### src/rtl/algo_2ru_err_log_pkg.sv
`default_nettype none
// ============================================================================
//  Module   : algo_err_pkg
//  Brief    : Shared types, sizes and helpers for the read-error log stage.
//  Revision : 1.0 - initial release
// ============================================================================
package algo_err_pkg;

   localparam int c_NUMRUPT = 2;
   localparam int c_BITPADR = 13;
   localparam int c_LOGDPTH = 8;
   localparam int c_BITLOG  = 3;
   localparam int c_CNTWDTH = 16;

   // Derived widths: port index, per-cycle increment, packed log entry
   localparam int c_PORTW   = (c_NUMRUPT > 1) ? $clog2(c_NUMRUPT) : 1;
   localparam int c_INCW    = $clog2(c_NUMRUPT + 1);
   localparam int c_ENTW    = c_PORTW + 1 + c_BITPADR;

   typedef struct packed {
      logic [c_PORTW-1:0]  port;
      logic                derr;
      logic [c_BITPADR-1:0] padr;
   } err_entry_t;

   // Add a small per-cycle increment, sticking at all-ones instead of wrapping
   function automatic logic [c_CNTWDTH-1:0] satAdd(
      input logic [c_CNTWDTH-1:0] base,
      input logic [c_INCW-1:0]    inc
   );
      logic [c_CNTWDTH:0] sum;
      sum = {1'b0, base} + {{(c_CNTWDTH + 1 - c_INCW){1'b0}}, inc};
      return sum[c_CNTWDTH] ? {c_CNTWDTH{1'b1}} : sum[c_CNTWDTH-1:0];
   endfunction

endpackage
`default_nettype wire

### src/rtl/algo_2ru_err_log_fifo.sv
`default_nettype none
// ============================================================================
//  Module   : infra_fifo_mw
//  Brief    : Multi-write, single-read FIFO. Pushes arrive already compacted
//             into the low slots; the writer guarantees they fit.
//  Revision : 1.0 - initial release
// ============================================================================
module infra_fifo_mw #(
   parameter int NUMW  = 2,
   parameter int DEPTH = 8,
   parameter int AW    = 3,
   parameter int DW    = 15
) (
   input  logic               clk,
   input  logic               rst,
   input  logic [NUMW-1:0]    pushVld,
   input  logic [NUMW*DW-1:0] pushData,
   input  logic               pop,
   output logic [DW-1:0]      head,
   output logic [AW:0]        level
);

   logic [DW-1:0] r_mem [DEPTH];
   logic [AW-1:0] r_wrPtr;
   logic [AW-1:0] r_rdPtr;
   logic [AW:0]   r_level;
   logic [AW:0]   w_nPush;
   logic          w_popEff;
   logic [AW-1:0] w_wrIdx [NUMW];

   // Count the pushes this cycle
   always_comb begin
      w_nPush = '0;
      for (int k = 0; k < NUMW; k++) begin
         if (pushVld[k]) w_nPush = w_nPush + (AW + 1)'(1);
      end
   end

   assign w_popEff = pop & (r_level != '0);

   // Slot k lands k entries past the write pointer, wrapping modulo DEPTH
   for (genvar k = 0; k < NUMW; k++) begin : g_wrIdx
      assign w_wrIdx[k] = r_wrPtr + AW'(k);
   end

   // Storage write; no reset needed since the head is qualified by level
   always_ff @(posedge clk) begin
      for (int k = 0; k < NUMW; k++) begin
         if (pushVld[k]) r_mem[w_wrIdx[k]] <= pushData[k*DW +: DW];
      end
   end

   // Pointer and occupancy update
   always_ff @(posedge clk or negedge rst) begin
      if (!rst) begin
         r_wrPtr <= '0;
         r_rdPtr <= '0;
         r_level <= '0;
      end else begin
         r_wrPtr <= r_wrPtr + w_nPush[AW-1:0];
         r_rdPtr <= r_rdPtr + AW'(w_popEff);
         r_level <= r_level + w_nPush - (AW + 1)'(w_popEff);
      end
   end

   assign head  = r_mem[r_rdPtr];
   assign level = r_level;

endmodule
`default_nettype wire

### src/rtl/algo_2ru_err_log.sv
`default_nettype none
// ============================================================================
//  Module   : algo_2ru_err_log
//  Brief    : Captures erroneous read responses into a small log FIFO and
//             keeps saturating error/drop statistics plus a level interrupt.
//  Revision : 1.0 - initial release
// ============================================================================
module algo_2ru_err_log
   import algo_err_pkg::*;
#(
   parameter int NUMRUPT = c_NUMRUPT,
   parameter int BITPADR = c_BITPADR,
   parameter int LOGDPTH = c_LOGDPTH,
   parameter int BITLOG  = c_BITLOG,
   parameter int CNTWDTH = c_CNTWDTH
) (
   input  logic                                        clk,
   input  logic                                        rst,
   input  logic                                        ready,
   input  logic [NUMRUPT-1:0]                          rd_vld,
   input  logic [NUMRUPT-1:0]                          rd_serr,
   input  logic [NUMRUPT-1:0]                          rd_derr,
   input  logic [NUMRUPT*BITPADR-1:0]                  rd_padr,
   output logic                                        log_vld,
   output logic [((NUMRUPT > 1) ? $clog2(NUMRUPT) : 1)-1:0] log_port,
   output logic                                        log_derr,
   output logic [BITPADR-1:0]                          log_padr,
   input  logic                                        log_pop,
   output logic [BITLOG:0]                             log_lvl,
   output logic [CNTWDTH-1:0]                          serr_cnt,
   output logic [CNTWDTH-1:0]                          derr_cnt,
   output logic [CNTWDTH-1:0]                          drop_cnt,
   output logic                                        ovfl,
   input  logic                                        cnt_clr,
   output logic                                        irq
);

   localparam int c_SPW = BITLOG + 1;

   logic [NUMRUPT-1:0]        w_evt;
   err_entry_t                w_entry [NUMRUPT];
   logic [NUMRUPT-1:0]        w_pushVld;
   logic [NUMRUPT*c_ENTW-1:0] w_pushData;
   logic [c_ENTW-1:0]         w_headVec;
   err_entry_t                w_head;
   logic [BITLOG:0]           w_lvl;
   logic [BITLOG:0]           w_space;
   logic [BITLOG:0]           w_lvlNext;
   logic                      w_headVld;
   logic                      w_popEff;
   logic                      w_ovflNext;
   logic [c_INCW-1:0]         w_nAcc;
   logic [c_INCW-1:0]         w_nDrop;
   logic [c_INCW-1:0]         w_nSerr;
   logic [c_INCW-1:0]         w_nDerr;
   logic [CNTWDTH-1:0]        r_serrCnt;
   logic [CNTWDTH-1:0]        r_derrCnt;
   logic [CNTWDTH-1:0]        r_dropCnt;
   logic                      r_ovfl;
   logic                      r_irq;

   // Per-port event qualification and entry formation; forward flag kept as-is
   for (genvar p = 0; p < NUMRUPT; p++) begin : g_evt
      assign w_evt[p]   = ready & rd_vld[p] & (rd_serr[p] | rd_derr[p]);
      assign w_entry[p] = '{port: c_PORTW'(p),
                            derr: rd_derr[p],
                            padr: rd_padr[p*BITPADR +: BITPADR]};
   end

   assign w_headVld = (w_lvl != '0);
   assign w_popEff  = log_pop & w_headVld;
   // A same-cycle pop frees its slot for this cycle's pushes
   assign w_space   = c_SPW'(LOGDPTH) - w_lvl + c_SPW'(w_popEff);

   // Compact events into low slots in port order; overflow beyond space drops
   always_comb begin
      w_pushVld  = '0;
      w_pushData = '0;
      w_nAcc     = '0;
      w_nDrop    = '0;
      w_nSerr    = '0;
      w_nDerr    = '0;
      for (int p = 0; p < NUMRUPT; p++) begin
         if (w_evt[p]) begin
            if (rd_derr[p]) w_nDerr = w_nDerr + c_INCW'(1);
            else            w_nSerr = w_nSerr + c_INCW'(1);
            if (c_SPW'(w_nAcc) < w_space) begin
               for (int k = 0; k < NUMRUPT; k++) begin
                  if (c_INCW'(k) == w_nAcc) begin
                     w_pushVld[k]                  = 1'b1;
                     w_pushData[k*c_ENTW +: c_ENTW] = w_entry[p];
                  end
               end
               w_nAcc = w_nAcc + c_INCW'(1);
            end else begin
               w_nDrop = w_nDrop + c_INCW'(1);
            end
         end
      end
   end

   infra_fifo_mw #(
      .NUMW  (NUMRUPT),
      .DEPTH (LOGDPTH),
      .AW    (BITLOG),
      .DW    (c_ENTW)
   ) u_fifo (
      .clk      (clk),
      .rst      (rst),
      .pushVld  (w_pushVld),
      .pushData (w_pushData),
      .pop      (w_popEff),
      .head     (w_headVec),
      .level    (w_lvl)
   );

   assign w_head     = w_headVec;
   assign w_lvlNext  = w_lvl + c_SPW'(w_nAcc) - c_SPW'(w_popEff);
   assign w_ovflNext = cnt_clr ? 1'b0 : (r_ovfl | (w_nDrop != '0));

   // Saturating statistics; clear takes priority over same-cycle events
   always_ff @(posedge clk or negedge rst) begin
      if (!rst) begin
         r_serrCnt <= '0;
         r_derrCnt <= '0;
         r_dropCnt <= '0;
      end else if (cnt_clr) begin
         r_serrCnt <= '0;
         r_derrCnt <= '0;
         r_dropCnt <= '0;
      end else begin
         r_serrCnt <= satAdd(r_serrCnt, w_nSerr);
         r_derrCnt <= satAdd(r_derrCnt, w_nDerr);
         r_dropCnt <= satAdd(r_dropCnt, w_nDrop);
      end
   end

   // Sticky overflow and registered interrupt built from next-state values
   always_ff @(posedge clk or negedge rst) begin
      if (!rst) begin
         r_ovfl <= 1'b0;
         r_irq  <= 1'b0;
      end else begin
         r_ovfl <= w_ovflNext;
         r_irq  <= (w_lvlNext != '0) | w_ovflNext;
      end
   end

   assign log_vld  = w_headVld;
   assign log_port = w_headVld ? w_head.port : '0;
   assign log_derr = w_headVld & w_head.derr;
   assign log_padr = w_headVld ? w_head.padr : '0;
   assign log_lvl  = w_lvl;
   assign serr_cnt = r_serrCnt;
   assign derr_cnt = r_derrCnt;
   assign drop_cnt = r_dropCnt;
   assign ovfl     = r_ovfl;
   assign irq      = r_irq;

endmodule
`default_nettype wire

### config.mk
export PLATFORM = sky130hd
export DESIGN_NAME = algo_2ru_err_log
export DESIGN_NICKNAME = d
export VERILOG_FILES = /design/src/rtl/algo_2ru_err_log_pkg.sv /design/src/rtl/algo_2ru_err_log_fifo.sv /design/src/rtl/algo_2ru_err_log.sv
export SDC_FILE = /design/constraint.sdc
export NUM_CORES = 1
export LEC_CHECK = 0
export ABC_AREA = 1
export BUFFER_PORTS_ARGS = -buffer_cell sky130_fd_sc_hd__clkbuf_2
export CORE_UTILIZATION = 62
export CTS_BUF_LIST = sky130_fd_sc_hd__clkbuf_8
export CTS_CLUSTER_SIZE = 24
export DETAILED_ROUTE_END_ITERATION = 8
export GPL_TIMING_DRIVEN = 0
export PLACE_DENSITY = 0.91
export SLEW_MARGIN = 30
export SYNTH_ARGS = -nofsm -noshare
export SYNTH_HDL_FRONTEND = slang
export SYNTH_SLANG_ARGS = --single-unit
### constraint.sdc
create_clock -name clk -period 5.6 [get_ports clk]
set_clock_uncertainty 0.05 [all_clocks]
set_input_delay 0.84 -clock clk [delete_from_list [all_inputs] [get_ports clk]]
set_output_delay 0.84 -clock clk [all_outputs]
set_load 0.02 [all_outputs]
==> results of run 1 <==
==> where the power goes <==
part	internal [W]	total, W	switching, W
logic	0.000618	0.00211	0.00150
clock network	0.000382	0.000866	0.000483
registers	0.00162	0.00169	0.0000692
total	0.00262	0.00467	0.00205
==> cell type report <==
type | count | area, um^2
Fill cell | 1347 | 5096
Clock buffer | 17 | 234.0
Timing Repair Buffer | 107 | 553.0
Inverter | 123 | 461.7
Tap cell | 225 | 281.5
Buffer | 68 | 401.6
Sequential cell | 180 | 5105
Clock inverter | 13 | 120.1
Multi-Input combinational cell | 965 | 4984
==> registers in the layout (all words and copies together) (netlist names) <==
register,flops
u_fifo.level,4
derr_cnt,16
u_fifo.r_wrPtr,3
serr_cnt,16
u_fifo.r_mem,120
u_fifo.r_rdPtr,3
drop_cnt,16
irq,1
ovfl,1
==> critical path, cell delays in order, from the launching register on <==
cell and delay [ns]:
dfrtp_1 0.43, inv_2 0.08, ha_1 0.20, nand3_1 0.29
clkbuf_1 0.52, nand2_1 0.16, ha_1 0.22, inv_1 0.12
ha_1 0.26, nor2_1 0.17, nand4_2 0.17, nand2_4 0.17
inv_2 0.06, buf_6 0.15, buf_2 0.23, ha_1 0.27
nand2_4 0.12, nor2_4 0.07, nand2_2 0.17, clkbuf_1 0.63
nand2_2 0.48
==> layer usage <==
layer,share of wire (%),global-route usage (%)
met1,36,45.83
met2,47,60.31
met3,12,8.634
met4,5.1,20.41
met5,0,0
==> path summary, 6_finish.rpt <==
| path | slack, ns | cells after the start | end |
|---|---|---|---|
| max in group asynchronous | 4.73 | 2 | u_fifo.r_rdPtr[2] |
| hold reg to reg | 0.43 | 1 | u_fifo.r_rdPtr[2] |
| setup reg to reg | 0.18 | 20 | u_fifo.r_mem[1][3] |
| setup / recovery | 0.18 | 20 | u_fifo.r_mem[1][3] |
| hold / removal | 0.25 | 1 | derr_cnt[15] |
| min in group clk | 0.43 | 1 | u_fifo.r_rdPtr[2] |
==> per-stage QoR <==
| step | total power [W] | std cells |
|---|---|---|
| floorplan | 0.003103 | 1336 |
| global placement | 0.003683 | 1667 |
| detailed placement | 0.003765 | 1668 |
| CTS | 0.004602 | 1698 |
| global route | 0.004903 | 1698 |
| finish | 0.004667 | 1698 |
==> cells in the final DEF (no fill, tap or decap), types with 6 or more instances in the layout <==
cell type,Yosys,final
o21ai_2,14,14
edfxtp_1,120,120
nand3_1,261,261
nor2_1,133,133
o21ai_1,14,14
nand2_1,261,257
nand2_2,9,13
inv_1,111,113
clkbuf_1,29,29
buf_2,20,20
ha_1,29,29
nor2_2,17,17
buf_4,10,10
xor2_1,16,16
clkbuf_2,0,105
clkbuf_8,0,17
dfrtp_1,60,60
a31oi_1,20,20
inv_2,8,8
o21ai_0,89,89
a21oi_1,34,34
nand3b_1,7,7
xnor2_1,9,9
nand2_4,8,8
nor3_1,19,19
clkinv_1,4,7
fa_1,6,6
==> kinds of logic (layout without fill, tap and decap cells) <==
logic type	Yosys count	after routing	share of synthesized area (%)
AND/OR/NAND/NOR	732	732	30.31
flip-flops	180	180	46.66
buffers and inverters	191	328	7.890
adder cells (fa/ha/maj)	35	35	4.414
AO/OA/AOI/OAI	173	173	8.725
XOR/XNOR	25	25	2.001
==> results.tsv, run 1 <==
stage	metric	value	unit
yosys	syn_area_per_cell	8.190	um^2
floorplanning	die area	18180	um^2
place	GPL Wtd Cong	0.9731	
floorplanning	chip width	134.8	um
power	P_leak	5.723	nW
job	max-cap viol count	0	
timing	max-slew violations	0	
power	PD cells	384.4	nW/um^2
timing	worst-margin pin slew	0.7934	ns
worst_setup_path	Crit Path Category	reg2reg	
final_layout	share of cells above drive strength 1	16.36	%
worst_setup_path	Reg-to-Reg Start	u_fifo.level[2]	
final_layout	Antenna Diode Count	0	
yosys	Async SR Flop Fraction	33.33	%
detailed_routing	via count	10497	
yosys	cell taking the most area after synthesis	edfxtp_1	
global_route	vias in the first global route	9845	
yosys	top post-synthesis cells by area	edfxtp_1 (33%), dfrtp_1 (14%), nand3_1 (12%)	
yosys	Post-synth EDFFs	120	
power	Max VDD drop	350.7	uV
worst_setup_path	Worst Path Max Fanout	15	
worst_setup_path	critical path data arrival time	5.48	ns
clocking	clock root buffer	clkbuf_8	
clocking	H-tree depth	4	
clocking	clock tree sinks	180	
timing	min Tclk post-route	5.419	ns
yosys	post-synthesis cell area	10940	um^2
worst_setup_path	CP startpoint kind	flip-flop	
floorplanning	Die Y	134.8	um
run_status	outcome	completed	
final_layout	design area	12140	um^2
clocking	Post-CTS Setup Bufs	0	
global_route	grt ovf	0	
detailed_routing	DRT Wirelength	32.69	mm
global_route	initial antenna violation count	0	
yosys	post-synth cell types	39	
hold_path	min-delay worst type	in2async	
worst_setup_path	worst path required time	5.66	ns
detailed_routing	Final ANT Viol Nets	0	
detailed_routing	DRT Pass-1 Iters	6	
place	# port buffers	106	
final_layout	area grow syn2layout	10.95	%
floorplanning	Core Region	17240	um^2
global_route	All-Layer GR Usage	37.08	%
yosys	warnings from Yosys	0	
final_layout	Layout Utilization	70.43	%
yosys	Synth Register Bits	180	
yosys	Commonest cells post-synth	nand2_1 (261), nand3_1 (261), nor2_1 (133)	
yosys	Post-Synthesis Cells	1336	
global_route	largest net degree at the start of global routing	35	
clocking	CTS resizes	0	
worst_setup_path	Critical Path Source	u_fifo.level[2]	
clocking	clock latency at the later pin of the worst-skew pair	0.48	ns
timing	Setup Viol. Count Final	0	
detailed_routing	initial drt markers	1457	
place	DP Area	11780	um^2
detailed_routing	drt drc	0	
yosys	syn_nets	1408	
place	Final HPWL DP	23.32	mm
clocking	Clock Pin Slew Worst Setup and Hold Paths	0.09	ns
floorplanning	IO Count	107	
final_layout	fin nets	1534	
timing	Worst Setup Slack, final	0.1812	ns
yosys	Seq/Total Area, Yosys	46.66	%
floorplanning	row count	48	
clocking	Num CTS Buffers	17	
timing	fin crit share	96.76	%
floorplanning	initial core utilization	63.48	%
yosys	Yosys top cell area share	32.93	%
timing	Hold Vio Cnt, Final	0	
clocking	Post-CTS Hold Buffers	0	
clocking	Max clock buf depth	2	
global_route	first-pass GRT wire length	50.63	mm
place	dpl ws	0.1742	ns
timing	Setup TNS	0	ns
timing	fmax	184.5	MHz
detailed_routing	vias per cell	6.182	
timing	Hold WS	0.2462	ns
worst_setup_path	Critical Path End Type	flip-flop	
yosys	Synth Flop Type	edfxtp_1	
detailed_routing	wire length per cell	19.25	um
clocking	CTS tree	done	
timing	slew margin rel.	47.10	%
No activity file was read; power rests on OpenSTA's default activity.
==> run 2, diff against run 1 <==
--- a/config.mk
+++ b/config.mk
@@ -8,7 +8,7 @@
 export ABC_AREA = 1
 export BUFFER_PORTS_ARGS = -buffer_cell sky130_fd_sc_hd__clkbuf_2
 export CORE_UTILIZATION = 62
-export CTS_BUF_LIST = sky130_fd_sc_hd__clkbuf_8
+export CTS_BUF_LIST = sky130_fd_sc_hd__clkbuf_4 sky130_fd_sc_hd__clkbuf_8
 export CTS_CLUSTER_SIZE = 24
 export DETAILED_ROUTE_END_ITERATION = 8
 export GPL_TIMING_DRIVEN = 0
@@ -16,4 +16,5 @@
 export SLEW_MARGIN = 30
 export SYNTH_ARGS = -nofsm -noshare
 export SYNTH_HDL_FRONTEND = slang
+export SYNTH_HIERARCHICAL = 1
 export SYNTH_SLANG_ARGS = --single-unit
==> results.tsv, run 2 <==
stage	metric	value	unit	change
timing	fmax	227.2	MHz	was 184.5 MHz
worst_setup_path	CP top delay family	adder cells		was simple AND/OR/NAND/NOR gates
final_layout	max reg flops	120		unchanged
timing	Worst Setup Slack, final	1.199	ns	was 0.1812 ns
final_layout	most frequent cells in the layout	nand2_1 (576), inv_1 (235), nand4_1 (140)		was nand3_1 (261), nand2_1 (257), nor2_1 (133)
floorplanning	row count	50		was 48
floorplanning	Die Y	140.9	um	was 134.8 um
hold_path	min-delay worst type	in2async		unchanged
clocking	clock root buffer	clkbuf_8		unchanged
floorplanning	initial core utilization	63.55	%	was 63.48%
worst_setup_path	Crit Path Category	reg2reg		unchanged
run_status	outcome	completed		unchanged
clocking	Post-CTS Setup Bufs	0		unchanged
detailed_routing	metal2 WL	15.33	mm	was 15.22 mm
final_layout	Antenna Diode Count	0		unchanged
worst_setup_path	worst path required time	5.93	ns	was 5.66 ns
timing	RSZ-0062 raised after global routing	false		
worst_setup_path	Critical Path Source	u_fifo/level[2]		was u_fifo.level[2]
timing	fin crit share	78.59	%	was 96.76%
global_route	largest net degree at the start of global routing	39		was 35
yosys	mux contribution to synthesized area	0	%	unchanged
floorplanning	IO Count	107		unchanged
worst_setup_path	CP startpoint kind	flip-flop		unchanged
detailed_routing	Final ANT Viol Nets	0		unchanged
power	P_leak	6.791	nW	was 5.723 nW
yosys	syn_area_per_cell	7.517	um^2	was 8.190 um^2
worst_setup_path	Critical Path End Type	flip-flop		unchanged
place	Final HPWL DP	26.20	mm	was 23.32 mm
clocking	H-tree depth	4		unchanged
global_route	vias in the first global route	10627		was 9,845
yosys	main combinational cell family by area after synthesis	simple AND/OR/NAND/NOR gates		unchanged
power	PD cells	405.0	nW/um^2	was 384.4 nW/um^2
worst_setup_path	critical path data arrival time	4.73	ns	was 5.48 ns
yosys	post-synth cell types	44		was 39
clocking	CTS resizes	0		unchanged
worst_setup_path	Reg-to-Reg Start	u_fifo/level[2]		was u_fifo.level[2]
clocking	Max clock buf depth	2		unchanged
floorplanning	Core Region	18830	um^2	was 17,240 um^2
timing	slew margin rel.	43.43	%	was 47.10%
global_route	initial antenna violation count	0		unchanged
clocking	Clock Pin Slew Worst Setup and Hold Paths	0.11	ns	was 0.09 ns
final_layout	share of cells above drive strength 1	15.03	%	was 16.36%
worst_setup_path	R2R Setup Slk	1.20	ns	was 0.18 ns
final_layout	fin nets	1797		was 1,534
clocking	Num CTS Buffers	17		unchanged
floorplanning	die area	19860	um^2	was 18,180 um^2
detailed_routing	DRT Pass-1 Iters	7		was 6
timing	min Tclk post-route	4.401	ns	was 5.419 ns
yosys	warnings from Yosys	6		was 0
global_route	first-pass GRT wire length	55.52	mm	was 50.63 mm
detailed_routing	metal3 WL	4.450	mm	was 4.071 mm
floorplanning	chip width	140.9	um	was 134.8 um
yosys	Synth Flop Type	edfxtp_1		unchanged
worst_setup_path	crit path capture	irq		was u_fifo.r_mem[1][3]
worst_setup_path	Crit path depth	28		was 20
timing	Hold WS	0.2153	ns	was 0.2462 ns
place	dpl ws	1.221	ns	was 0.1742 ns
yosys	post-synthesis cell area	11970	um^2	was 10,940 um^2
detailed_routing	wire length per cell	17.52	um	was 19.25 um
clocking	clock latency at the later pin of the worst-skew pair	0.49	ns	was 0.48 ns
detailed_routing	DRT Wirelength	34.97	mm	was 32.69 mm
yosys	Synth Area in XOR/XNOR	1.976	%	was 2.001%
worst_setup_path	RR Endpoint	irq		was u_fifo.r_mem[1][3]
final_layout	commonest non-fill, non-tap cell in the layout	nand2_1		was nand3_1
worst_setup_path	r2r worst-path depth	28		was 20
detailed_routing	met1 WL	13.16	mm	was 11.74 mm
yosys	Async SR Flop Fraction	33.33	%	unchanged
yosys	syn_nets	1666		was 1,408
clocking	CTS tree	done		unchanged
detailed_routing	Top Metal Used	met4		unchanged
worst_setup_path	Critical-path top delay cell	fa_1		was clkbuf_1
yosys	top post-synthesis cells by area	edfxtp_1 (30%), nand2_1 (18%), dfrtp_1 (13%)		was edfxtp_1 (33%), dfrtp_1 (14%), nand3_1 (12%)
timing	max-slew violations	0		unchanged
timing	Hold Vio Cnt, Final	0		unchanged
detailed_routing	drt drc	0		unchanged
job	max-cap viol count	0		unchanged
timing	Setup Viol. Count Final	0		unchanged
yosys	Synth Area in Compound Gates	3.168	%	was 8.725%
yosys	count leader, synth	nand2_1		
yosys	Synth Area in Simple Gates	35.43	%	was 30.31%
worst_setup_path	Worst Path Max Fanout	11		was 15
detailed_routing	vias per cell	5.743		was 6.182
place	GPL Wtd Cong	1.001		was 0.9731
timing	Setup TNS	0	ns	unchanged
yosys	Adder-Cell Fraction of Synth Area	4.245	%	was 4.414%
yosys	Post-Synthesis Cells	1592		was 1,336
timing	worst-margin pin slew	0.8485	ns	was 0.7934 ns
yosys	cell taking the most area after synthesis	edfxtp_1		unchanged
worst_setup_path	Buf/Inv on CP	8		was 7
detailed_routing	initial drt markers	1490		was 1,457
final_layout	# fillers	1500		was 1,347
worst_setup_path	Critical Path Max Stage Delay	0.49	ns	was 0.63 ns
yosys	Synth Register Bits	180		unchanged
yosys	Yosys top cell area share	30.11	%	was 32.93%
yosys	Seq/Total Area, Yosys	42.66	%	was 46.66%
clocking	Post-CTS Hold Buffers	0		unchanged
place	# port buffers	105		was 106
yosys	Post-synth EDFFs	120		unchanged
detailed_routing	via count	11463		was 10.50k
global_route	grt ovf	0		unchanged
final_layout	area grow syn2layout	11.43	%	was 10.95%
power	Max VDD drop	190.7	uV	was 350.7 uV
yosys	Commonest cells post-synth	nand2_1 (576), inv_1 (235), nand4_1 (140)		was nand2_1 (261), nand3_1 (261), nor2_1 (133)
clocking	clock tree sinks	180		unchanged
global_route	All-Layer GR Usage	36.66	%	was 37.08%
## run 2: changes by cell type after synthesis, sizes merged, moves of 11 or more
cell    change
nor2       -91
clkbuf     +11
buf        +36
o21ai      -94
nand2     +308
nand3     -159
inv       +122
nand4     +135
a31oi      -15
## run 2: power breakdown
part	internal [W]	total [W]	switching, W
sequential	0.00160	0.00169	0.0000908
combinational	0.000779	0.00282	0.00204
clock	0.000336	0.000889	0.000553
## run 2: cell type report
type	count	area, um^2	area share [%]
well taps	260	325.3	2.440
clock inverters	15	162.7	1.220
plain buffers	115	584.3	4.382
clock buffers	17	234.0	1.755
flip-flops and latches	180	5105	38.28
inverters	243	913.4	6.850
repair buffers	112	615.6	4.617
multi-input cells	1054	5394	40.45
## run 2: per-layer routing
| metal | vias to the layer above | track usage, % |
|---|---|---|
| met2 | 736 | 57.14 |
| met5 | - | 0 |
| met3 | 145 | 9.579 |
| met1 | 5210 | 47.09 |
| met4 | 0 | 19.45 |
| li1 | 5372 | - |
## run 2: through the flow
stage / instance area, um^2 / power (W) / utilization [%] / instances
6_report: 13330 / 0.005400 / 70.81 / 1996
3_5_place_dp: 12940 / 0.004463 / 68.70 / 1964
4_1_cts: 13330 / 0.005339 / 70.81 / 1996
3_3_place_gp: 12820 / 0.004348 / 68.07 / 1957
2_1_floorplan: 11970 / 0.003637 / - / 1592
5_1_grt: 13330 / 0.005725 / 70.81 / 1996
## run 2: worst min-delay path by stage
stage,startpoint,endpoint,slack (ns)
finish,rst,drop_cnt[9],0.22
global placement,u_fifo/r_rdPtr[0],u_fifo/r_rdPtr[0],0.43
floorplan,u_fifo/r_rdPtr[0],u_fifo/r_rdPtr[0],0.42
CTS,rst,drop_cnt[9],0.21
detailed placement,u_fifo/r_rdPtr[0],u_fifo/r_rdPtr[0],0.46
global route,rst,drop_cnt[5],0.22
## run 2: logic make-up (layout without fill, tap and decap cells)
| logic type | after synthesis | count (layout) |
|---|---|---|
| adders and majority gates | 37 | 37 |
| xor gates and xnor gates | 27 | 27 |
| AOI/OAI and AO/OA | 63 | 63 |
| buffers and inverters | 358 | 502 |
| DFF | 180 | 180 |
| and+or+nand+nor | 927 | 927 |
## run 2: worst reg2reg max path: cells and delay by family, from the launching register on
family                   cells  cell delay, ns
buffers and inverters        8            0.74
adder cells (fa/ha/maj)      7            1.67
AND/OR/NAND/NOR             12            1.23
flip-flops                   1            0.44
AO/OA/AOI/OAI                1            0.17
